$ cat src/rtl/inst_fetch_pkg.sv
// Shared definitions for the instruction fetch stage: data width, the NOP
// bubble word and the fetch FSM state encoding.
package inst_fetch_pkg;

  localparam int unsigned XLEN = 32;

  // addi x0, x0, 0
  localparam logic [XLEN-1:0] NOP = 32'h0000_0013;

  // Fetch FSM state. Encoding 0 is deliberately unused, so a power-up
  // register value never looks like an active request.
  typedef logic [1:0] fetch_state_t;
  localparam fetch_state_t ST_FETCH = 2'd1;
  localparam fetch_state_t ST_SKID  = 2'd2;
  localparam fetch_state_t ST_DROP  = 2'd3;

endpackage

$ cat src/rtl/fetch_skid_buffer.sv
// One-entry {inst, pc} holding register. It catches a fetched word that
// arrives while the IF/ID buffer is stalled.
// Ports:
//   i_clk, i_rst             clock, synchronous active-high reset
//   i_load, i_inst, i_pc     capture an instruction and its PC
//   i_drain                  entry moved to IF/ID, mark empty
//   i_flush                  discard the entry (redirect); wins over load
//   o_valid, o_inst, o_pc    held entry
module fetch_skid_buffer
  import inst_fetch_pkg::*;
(
  input  logic            i_clk,
  input  logic            i_rst,
  input  logic            i_load,
  input  logic [XLEN-1:0] i_inst,
  input  logic [XLEN-1:0] i_pc,
  input  logic            i_drain,
  input  logic            i_flush,
  output logic            o_valid,
  output logic [XLEN-1:0] o_inst,
  output logic [XLEN-1:0] o_pc
);

  // Entry storage
  always_ff @(posedge i_clk) begin
    if (i_rst) begin
      o_valid <= 1'b0;
      o_inst  <= NOP;
      o_pc    <= '0;
    end else if (i_flush) begin
      o_valid <= 1'b0;
    end else if (i_load) begin
      o_valid <= 1'b1;
      o_inst  <= i_inst;
      o_pc    <= i_pc;
    end else if (i_drain) begin
      o_valid <= 1'b0;
    end
  end

endmodule

$ cat src/rtl/inst_fetch.sv
// RV32I instruction fetch stage. It owns the PC, issues word reads over a
// req/ack handshake, and fills the IF/ID buffer. It also handles redirects,
// decode stalls (through a one-entry skid) and drops reads made stale by a
// redirect.
// Optional feature macro: FETCH_MISALIGN_CHECK_EN. When it is defined, a
// redirect to a non-word-aligned target delivers a NOP flagged on
// o_misaligned, and fetch idles until the next redirect.
// Ports:
//   i_clk, i_rst                 clock, synchronous active-high reset
//   o_imemReq, o_imemAddr        memory read request (decoded from registers)
//   i_imemAck, i_imemRdata       one-cycle ack with instruction word
//   i_stall                      decode cannot accept
//   i_redirect, i_redirectPc     control-flow redirect and its target
//   o_valid, o_inst, o_pc        IF/ID buffer
//   o_pcPlus4                    o_pc + 4
//   o_misaligned                 (macro only) misaligned redirect target
module inst_fetch
  import inst_fetch_pkg::*;
#(
  parameter logic [XLEN-1:0] RESET_PC = 32'h0000_0000
)
(
  input  logic            i_clk,
  input  logic            i_rst,
  output logic            o_imemReq,
  output logic [XLEN-1:0] o_imemAddr,
  input  logic            i_imemAck,
  input  logic [XLEN-1:0] i_imemRdata,
  input  logic            i_stall,
  input  logic            i_redirect,
  input  logic [XLEN-1:0] i_redirectPc,
`ifdef FETCH_MISALIGN_CHECK_EN
  output logic            o_misaligned,
`endif
  output logic            o_valid,
  output logic [XLEN-1:0] o_inst,
  output logic [XLEN-1:0] o_pc,
  output logic [XLEN-1:0] o_pcPlus4
);

  fetch_state_t    r_state;
  fetch_state_t    w_stateNext;
  logic [XLEN-1:0] r_pc;
  logic [XLEN-1:0] r_reqAddr;
  logic [XLEN-1:0] w_pcNext;
  logic            w_canAccept;
  logic            w_bufLoadMem;
  logic            w_bufLoadSkid;
  logic            w_skidLoad;
  logic            w_skidDrain;
  logic            w_misTgt;
  logic            w_misHold;
  logic            w_skidValid;
  logic [XLEN-1:0] w_skidInst;
  logic [XLEN-1:0] w_skidPc;

`ifdef FETCH_MISALIGN_CHECK_EN
  logic r_misHold;

  // A misaligned redirect target parks fetch until the next redirect.
  assign w_misTgt  = i_redirect & (|i_redirectPc[1:0]);
  assign w_misHold = r_misHold;

  always_ff @(posedge i_clk) begin
    if (i_rst) begin
      r_misHold <= 1'b0;
    end else if (i_redirect) begin
      r_misHold <= w_misTgt;
    end
  end

  // Flag travels with the buffer contents.
  always_ff @(posedge i_clk) begin
    if (i_rst) begin
      o_misaligned <= 1'b0;
    end else if (i_redirect) begin
      o_misaligned <= w_misTgt;
    end else if (w_canAccept) begin
      o_misaligned <= 1'b0;
    end
  end
`else
  assign w_misTgt  = 1'b0;
  assign w_misHold = 1'b0;
`endif

  // DROP replays the stale address until its ack arrives. SKID issues nothing.
  assign o_imemReq  = (r_state == ST_FETCH) | (r_state == ST_DROP);
  assign o_imemAddr = (r_state == ST_DROP) ? r_reqAddr : r_pc;

  // Next-state and datapath control
  always_comb begin
    w_canAccept   = ~o_valid | ~i_stall;
    w_stateNext   = r_state;
    w_pcNext      = r_pc;
    w_bufLoadMem  = 1'b0;
    w_bufLoadSkid = 1'b0;
    w_skidLoad    = 1'b0;
    w_skidDrain   = 1'b0;

    case (r_state)
      ST_FETCH: begin
        if (i_imemAck) begin
          w_pcNext = r_pc + XLEN'(4);
          if (w_canAccept) begin
            w_bufLoadMem = 1'b1;
          end else begin
            w_skidLoad  = 1'b1;
            w_stateNext = ST_SKID;
          end
        end
      end
      ST_SKID: begin
        if (w_canAccept && !w_misHold) begin
          w_bufLoadSkid = w_skidValid;
          w_skidDrain   = 1'b1;
          w_stateNext   = ST_FETCH;
        end
      end
      ST_DROP: begin
        if (i_imemAck) begin
          w_stateNext = w_misHold ? ST_SKID : ST_FETCH;
        end
      end
      default: w_stateNext = ST_FETCH;
    endcase

    // Redirect overrides everything. A read still outstanding must be
    // absorbed in DROP so that its data never reaches decode.
    if (i_redirect) begin
      w_pcNext      = i_redirectPc;
      w_bufLoadMem  = 1'b0;
      w_bufLoadSkid = 1'b0;
      w_skidLoad    = 1'b0;
      w_skidDrain   = 1'b0;
      if ((r_state == ST_DROP) || ((r_state == ST_FETCH) && !i_imemAck)) begin
        w_stateNext = ST_DROP;
      end else begin
        w_stateNext = w_misTgt ? ST_SKID : ST_FETCH;
      end
    end
  end

  // State, PC and outstanding-request address
  always_ff @(posedge i_clk) begin
    if (i_rst) begin
      r_state   <= ST_FETCH;
      r_pc      <= RESET_PC;
      r_reqAddr <= RESET_PC;
    end else begin
      r_state <= w_stateNext;
      r_pc    <= w_pcNext;
      if (r_state == ST_FETCH) begin
        r_reqAddr <= r_pc;
      end
    end
  end

  // IF/ID buffer. It holds whenever decode stalls and nothing redirects.
  always_ff @(posedge i_clk) begin
    if (i_rst) begin
      o_valid   <= 1'b0;
      o_inst    <= NOP;
      o_pc      <= '0;
      o_pcPlus4 <= XLEN'(4);
    end else if (i_redirect) begin
      o_valid <= w_misTgt;
      o_inst  <= NOP;
      if (w_misTgt) begin
        o_pc      <= i_redirectPc;
        o_pcPlus4 <= i_redirectPc + XLEN'(4);
      end
    end else if (w_bufLoadMem) begin
      o_valid   <= 1'b1;
      o_inst    <= i_imemRdata;
      o_pc      <= r_pc;
      o_pcPlus4 <= r_pc + XLEN'(4);
    end else if (w_bufLoadSkid) begin
      o_valid   <= 1'b1;
      o_inst    <= w_skidInst;
      o_pc      <= w_skidPc;
      o_pcPlus4 <= w_skidPc + XLEN'(4);
    end else if (w_canAccept) begin
      o_valid <= 1'b0;
      o_inst  <= NOP;
    end
  end

  fetch_skid_buffer u_skid (
    .i_clk   (i_clk),
    .i_rst   (i_rst),
    .i_load  (w_skidLoad),
    .i_inst  (i_imemRdata),
    .i_pc    (r_pc),
    .i_drain (w_skidDrain),
    .i_flush (i_redirect),
    .o_valid (w_skidValid),
    .o_inst  (w_skidInst),
    .o_pc    (w_skidPc)
  );

endmodule
$ cat config.mk
export PLATFORM = sky130hd
export DESIGN_NAME = inst_fetch
export DESIGN_NICKNAME = d
export VERILOG_FILES = /design/src/rtl/inst_fetch_pkg.sv /design/src/rtl/fetch_skid_buffer.sv /design/src/rtl/inst_fetch.sv
export SDC_FILE = /design/constraint.sdc
export NUM_CORES = 1
export LEC_CHECK = 0
export CAP_MARGIN = 15
export CORE_UTILIZATION = 24
export DETAILED_ROUTE_END_ITERATION = 8
export MAX_ROUTING_LAYER = met4
export PLACE_DENSITY = 0.5
export REMOVE_ABC_BUFFERS = 1
export SLEW_MARGIN = 25
export SYNTH_ARGS = -nofsm -noshare
export SYNTH_HDL_FRONTEND = slang
export SYNTH_SLANG_ARGS = --single-unit
$ cat constraint.sdc
create_clock -name i_clk -period 2.3 [get_ports i_clk]
set_clock_uncertainty 0.05 [all_clocks]
set_input_delay 0.46 -clock i_clk [delete_from_list [all_inputs] [get_ports i_clk]]
set_output_delay 0.46 -clock i_clk [all_outputs]
set_load 0.03 [all_outputs]
## After elaboration in Yosys (flattened, before gate mapping)

Cells that the tools add are included.

- Input port bits: 69
- Output and inout port bits: 130
- Bits in registers: 228

- Bitwise logic cells: 5
- Mux-type cells: 36
- Add/sub/neg operators: 2
- Reduce and logical (&&, ||, !) cells: 13
- Eq/ne operators: 7

Operators with widths:

| operator | number |
|---|---|
| $mux W32 | 11 |
| $add A32 B3 Y32 const B | 2 |
| $mux W1 | 18 |
| $mux W2 | 6 |
| $ne A3 B3 Y1 const B | 4 |
| $reduce_bool A2 Y1 | 4 |
| $pmux W2 S3 | 1 |
| $reduce_and A2 Y1 | 3 |
| $eq A2 B2 Y1 const B | 2 |
| $reduce_and A4 Y1 | 1 |
| $not A1 Y1 | 3 |
| $reduce_bool A3 Y1 | 1 |
| $eq A2 B1 Y1 const B | 1 |
| $or A1 B1 Y1 | 2 |
| $reduce_or A2 Y1 | 1 |
| $logic_and A1 B1 Y1 | 1 |
| $logic_not A1 Y1 | 1 |
| $logic_or A1 B1 Y1 | 1 |

## Longest topological paths before layout

- Depth in word-level cells: 8
- Depth in mapped cells: 9

## Hierarchy

A second synthesis with hierarchy kept.

- Cell total of the unflattened synthesis: 1379
- Area, all modules: 11614.9 sq um

By module, submodules not included:

| module | times used | area each (sq um) | cells each |
|---|---|---|---|
| inst_fetch | 1 | 8479.4 | 1085 |
| fetch_skid_buffer | 1 | 3135.5 | 294 |

## Least setup slack after synthesis

No wires, ideal clock.

- Path kind: register to register
- Start point: register r_pc[3]
- End point: register r_pc[20]
- Path slack: 0.232 ns
- Period minus slack after synthesis: 2.068 ns
- Arrival: 1.927 ns
- Stages on the path, launching flop included: 7
- Library setup time: 0.091 ns
- Data required time: 2.159 ns
- Path through: dfxtp_1 -> ha_1 -> nand3_4 -> nor4_2 -> nand3_1 -> or3_1 -> a311oi_1

- Cells in the longest elaborated chain, start to end: 4

Ends and longest elaborated chain:

| item | RTL line | source |
|---|---|---|
| from (decl) | inst_fetch.sv:43 | `logic [XLEN-1:0] r_pc;` |
| from (signal assigned) | inst_fetch.sv:152 | `r_pc <= w_pcNext;` |
| $add A32 B3 Y32 | inst_fetch.sv:104 | `w_pcNext = r_pc + XLEN'(4);` |
| $mux W32 | inst_fetch.sv:103 | `if (i_imemAck) begin` |
| $mux W32 | inst_fetch.sv:101 | `case (r_state)` |
| $mux W32 | inst_fetch.sv:130 | `if (i_redirect) begin` |

Every way passes these cells. The select of a mux whose other input is x is not followed.
A chain may end at the register's enable or synchronous reset.

## Worst setup path in the final report

- Start point: register r_state[0]
- End point: output port o_imemAddr[16]

- Cells in the longest elaborated chain, start to end: 2

Ends and longest elaborated chain:

| item | RTL line | source |
|---|---|---|
| from (decl) | inst_fetch.sv:41 | `fetch_state_t r_state;` |
| from (signal assigned) | inst_fetch.sv:151 | `r_state <= w_stateNext;` |
| $eq A2 B2 Y1 | inst_fetch.sv:89 | `assign o_imemAddr = (r_state == ST_DROP) ? r_reqAddr : r_pc;` |
| $mux W32 | inst_fetch.sv:89 |  |
| to (decl) | inst_fetch.sv:26 | `output logic [XLEN-1:0] o_imemAddr,` |

Every way passes these cells.

==> impl_metrics.ini <==
[run_status]
status = finished, final reports clean

[sta]
rsz0062_at_grt = true
drv_slew = 0
hold_slack_ns = 0.2280
setup_ws_ns = 0.02888
worst_pin_slew_ns = 0.6824
finalCritPeriodShare = 0.9874
period_needed_ns = 2.271
fmaxAchievable_mhz = 440.3
slew_headroom = 0.5451
setup_viol = 0
hold_viol = 0

[setup_path]
cpPeakStageDelay_ns = 0.42
worstPathCellList = nand2_8 -> buf_16 -> mux2_4 -> buf_12
cp_slowest_cell = dfxtp_4
path_buf_inv = 2
cp_max_fo = 8
start_kind = flip-flop
r2r_slack_ns = 0.14
reg2regPathDepth = 7
criticalPathCategory = flip-flop to output port
required_ns = 1.79
reg2reg_to = o_pcPlus4[30]$_SDFFE_PP0P_
end_kind = output port
crit_arrival_ns = 1.76
reg2reg_from = u_skid.o_pc[3]$_SDFFE_PP0P_
critical_path.top_delay_family = flip-flops

[clocking]
cts.sinks = 226
cts_buffer_depth = 3
cts_tree = yes
clk_latency_ns = 0.57
h-tree-depth = 1
cts_made_buffers = 29
cts_root_buf = clkbuf_16
clk_pin_slew_ns = 0.06

[hold_path]
whs_path_depth = 3
whs_endpoint = u_skid.o_inst[0]$_SDFFE_PP1P_
min-delay-start = i_rst
min_path_type = input port to flip-flop

[logic_synthesis]
synth-async-reset-ratio = 0
synth_cell_types = 62
syn_inst = 1411
syn_area_um2 = 10820
synth_top_flop_cell = dfxtp_1
synth-seq-cells = 226
yosysSeqAreaShare = 0.4183
synthTopCellsByArea = dfxtp_1 42%, nand2_1 14%, a21oi_1 8.4%
yosysTopAreaCellShare = 0.4183
synth_top_area_cell = dfxtp_1
synth_edf_count = 0
synth-warning-count = 0
syn_area_per_cell_um2 = 7.666

[power]
p_switching_w = 0.002787
p_leak_nw = 5.685
p_int_w = 0.007446
clkPwrFrac = 0.439
irDropWorstVdd_mv = 0.5187
combPwrFrac = 0.157
powerDensity_nw_per_um2 = 652.2
p_seq_frac = 0.404
p_sw_frac = 0.2724
finalPower_w = 0.01023

[placement]
dp_slack_ns = -0.06588
hpwl_mm = 28.68
io_buffers = 198
gp_congestion = 0.8696

[drt]
drt-total-wl_mm = 41.47
drtIter0Drc = 702
num_vias = 10645
drc = 0
antenna_left = 0
wl_per_cell_um = 18.34
firstDrtPassIters = 5
vias_per_cell = 4.708

[floorplanning]
die_y_um = 214.3
row_count = 77
die-area_um2 = 45920
initial_core_util = 0.2441
core-area_um2 = 44320
num_io_pins = 199
die_w_um = 214.3

[global_route]
grt_pass1_wl_mm = 63.88
grt_usage = 0.1825
grt_pass1_vias = 10517
antenna_found_initial = 4
grt.overflow.total = 0
grt_start_max_net_pins = 112

[finish]
areaGrowthSynthToFinish_pct = 45.05
fillers = 4611
final-seq-area_um2 = 4532
nNetsFinal = 1713
final_layout_size_suffix_gt1_frac = 0.1724
mostFrequentLayoutCell = nand2_1
multiInputGateArea_um2 = 5882
mostFrequentLayoutCells = 408 x nand2_1, 222 x dfxtp_1, 182 x a21oi_1

[flow_run]
cap_viol_max_count = 0
-- layer usage --
layer | GRT usage | part of all wire
met4 | 0.04310 | 0.023
met1 | 0.2295 | 0.44
met3 | 0.04255 | 0.066
met5 | - | 0
met2 | 0.2946 | 0.47
-- power by group through the flow --
stage | clock [W] | sequential (W) | combinational (W)
global route | 0.00476 | 0.00415 | 0.00171
global placement | 0 | 0.00422 | 0.00154
finish | 0.00449 | 0.00414 | 0.00161
detailed placement | 0 | 0.00422 | 0.00154
CTS | 0.00461 | 0.00414 | 0.00162
floorplan | 0 | 0.00434 | 0.000514
-- state kept, by name, summed over array words and instances, names as in the netlist --
register / count
u_skid.o_inst: 32
o_pcPlus4: 30
r_pc: 32
r_reqAddr: 32
o_valid: 1
o_pc: 32
r_state: 2
u_skid.o_valid: 1
u_skid.o_pc: 32
o_inst: 32
-- cell type report --
| type | count | share of cell area |
|---|---|---|
| sequential | 226 | 0.2888 |
| tap | 592 | 0.04721 |
| timing repair buffer | 330 | 0.2273 |
| multi-input combinational | 1049 | 0.3749 |
| clock inverter | 12 | 0.007815 |
| antenna | 4 | 0.0006380 |
| inverter | 6 | 0.001435 |
| clock buffer | 42 | 0.05191 |
-- kinds of logic after synthesis --
| kind of cell | count (synthesis) | share of synthesized area |
|---|---|---|
| buffers and inverters | 136 | 0.05587 |
| muxes | 42 | 0.04268 |
| xor gates and xnor gates | 72 | 0.05899 |
| DFF | 226 | 0.4183 |
| and+or+nand+nor | 656 | 0.2674 |
| adders and majority gates | 2 | 0.002313 |
| AOI/OAI and AO/OA | 277 | 0.1544 |
-- timing repair --
item	CTS	global route
pin swaps	1	0
buffers inserted	1	1
gates resized for setup	42	5
hold buffers	0	0
gates cloned	3	0
endpoints found under the setup margin	33	35
-- per-stage QoR --
step / util / instances / TNS [ns] / instance area, um^2
2_1_floorplan: - / 1281 / -489.71 / 10230
3_3_place_gp: 0.3271 / 2199 / -0.1338 / 14500
3_5_place_dp: 0.3271 / 2199 / -0.8055 / 14500
4_1_cts: 0.3536 / 2257 / -0.8777 / 15670
5_1_grt: 0.3540 / 2261 / -0.3996 / 15690
6_report: 0.3540 / 2261 / 0 / 15690
-- worst max-delay path by stage --
stage | startpoint | end | slack (ns) | depth (start not counted)
final | r_state[0]$_SDFFE_PP1P_ | o_imemAddr[16] | 0.03 | 4
after floorplan | r_state[0]$_SDFFE_PP1P_ | o_pcPlus4[27]$_SDFFE_PP0P_ | -4.02 | 5
after global routing | r_state[0]$_SDFFE_PP1P_ | o_imemAddr[16] | -0.03 | 4
after global placement | i_imemAck | o_inst[30]$_SDFFE_PP0P_ | -0.04 | 8
after detailed placement | i_imemAck | o_pc[30]$_SDFFE_PP0P_ | -0.07 | 7
after CTS | r_state[1]$_SDFFE_PP0P_ | o_imemAddr[14] | -0.04 | 5
-- worst register-to-register path, stage by stage, from the launching register on --
cell and delay (ns):
dfxtp_1 0.45, ha_1 0.26, and3_1 0.21, nand2_1 0.14, or4b_4 0.54, xnor2_2 0.16, a22oi_2 0.16, a21oi_2 0.07
-- cells in the mapped netlist, types with 3 or more instances --
cell type    n
a211oi_1     4
a21oi_1    182
a221oi_1     5
a22oi_1      3
a311oi_1    34
and2_1       7
and3_1      14
and4_1       5
buf_1        8
buf_2       23
buf_4       13
clkbuf_1    83
dfxtp_1    226
inv_1        6
mux2_2      33
mux2i_1      9
nand2_1    411
nand3_1     33
nand4_1     17
nor2_1     121
nor3_1      12
nor4_1       4
nor4_2       4
o211ai_1     8
o21a_1       3
o21ai_0     16
o221a_2      3
o32ai_1      9
xnor2_1     41
xor2_1      30
No activity file was read; power rests on OpenSTA's default activity.
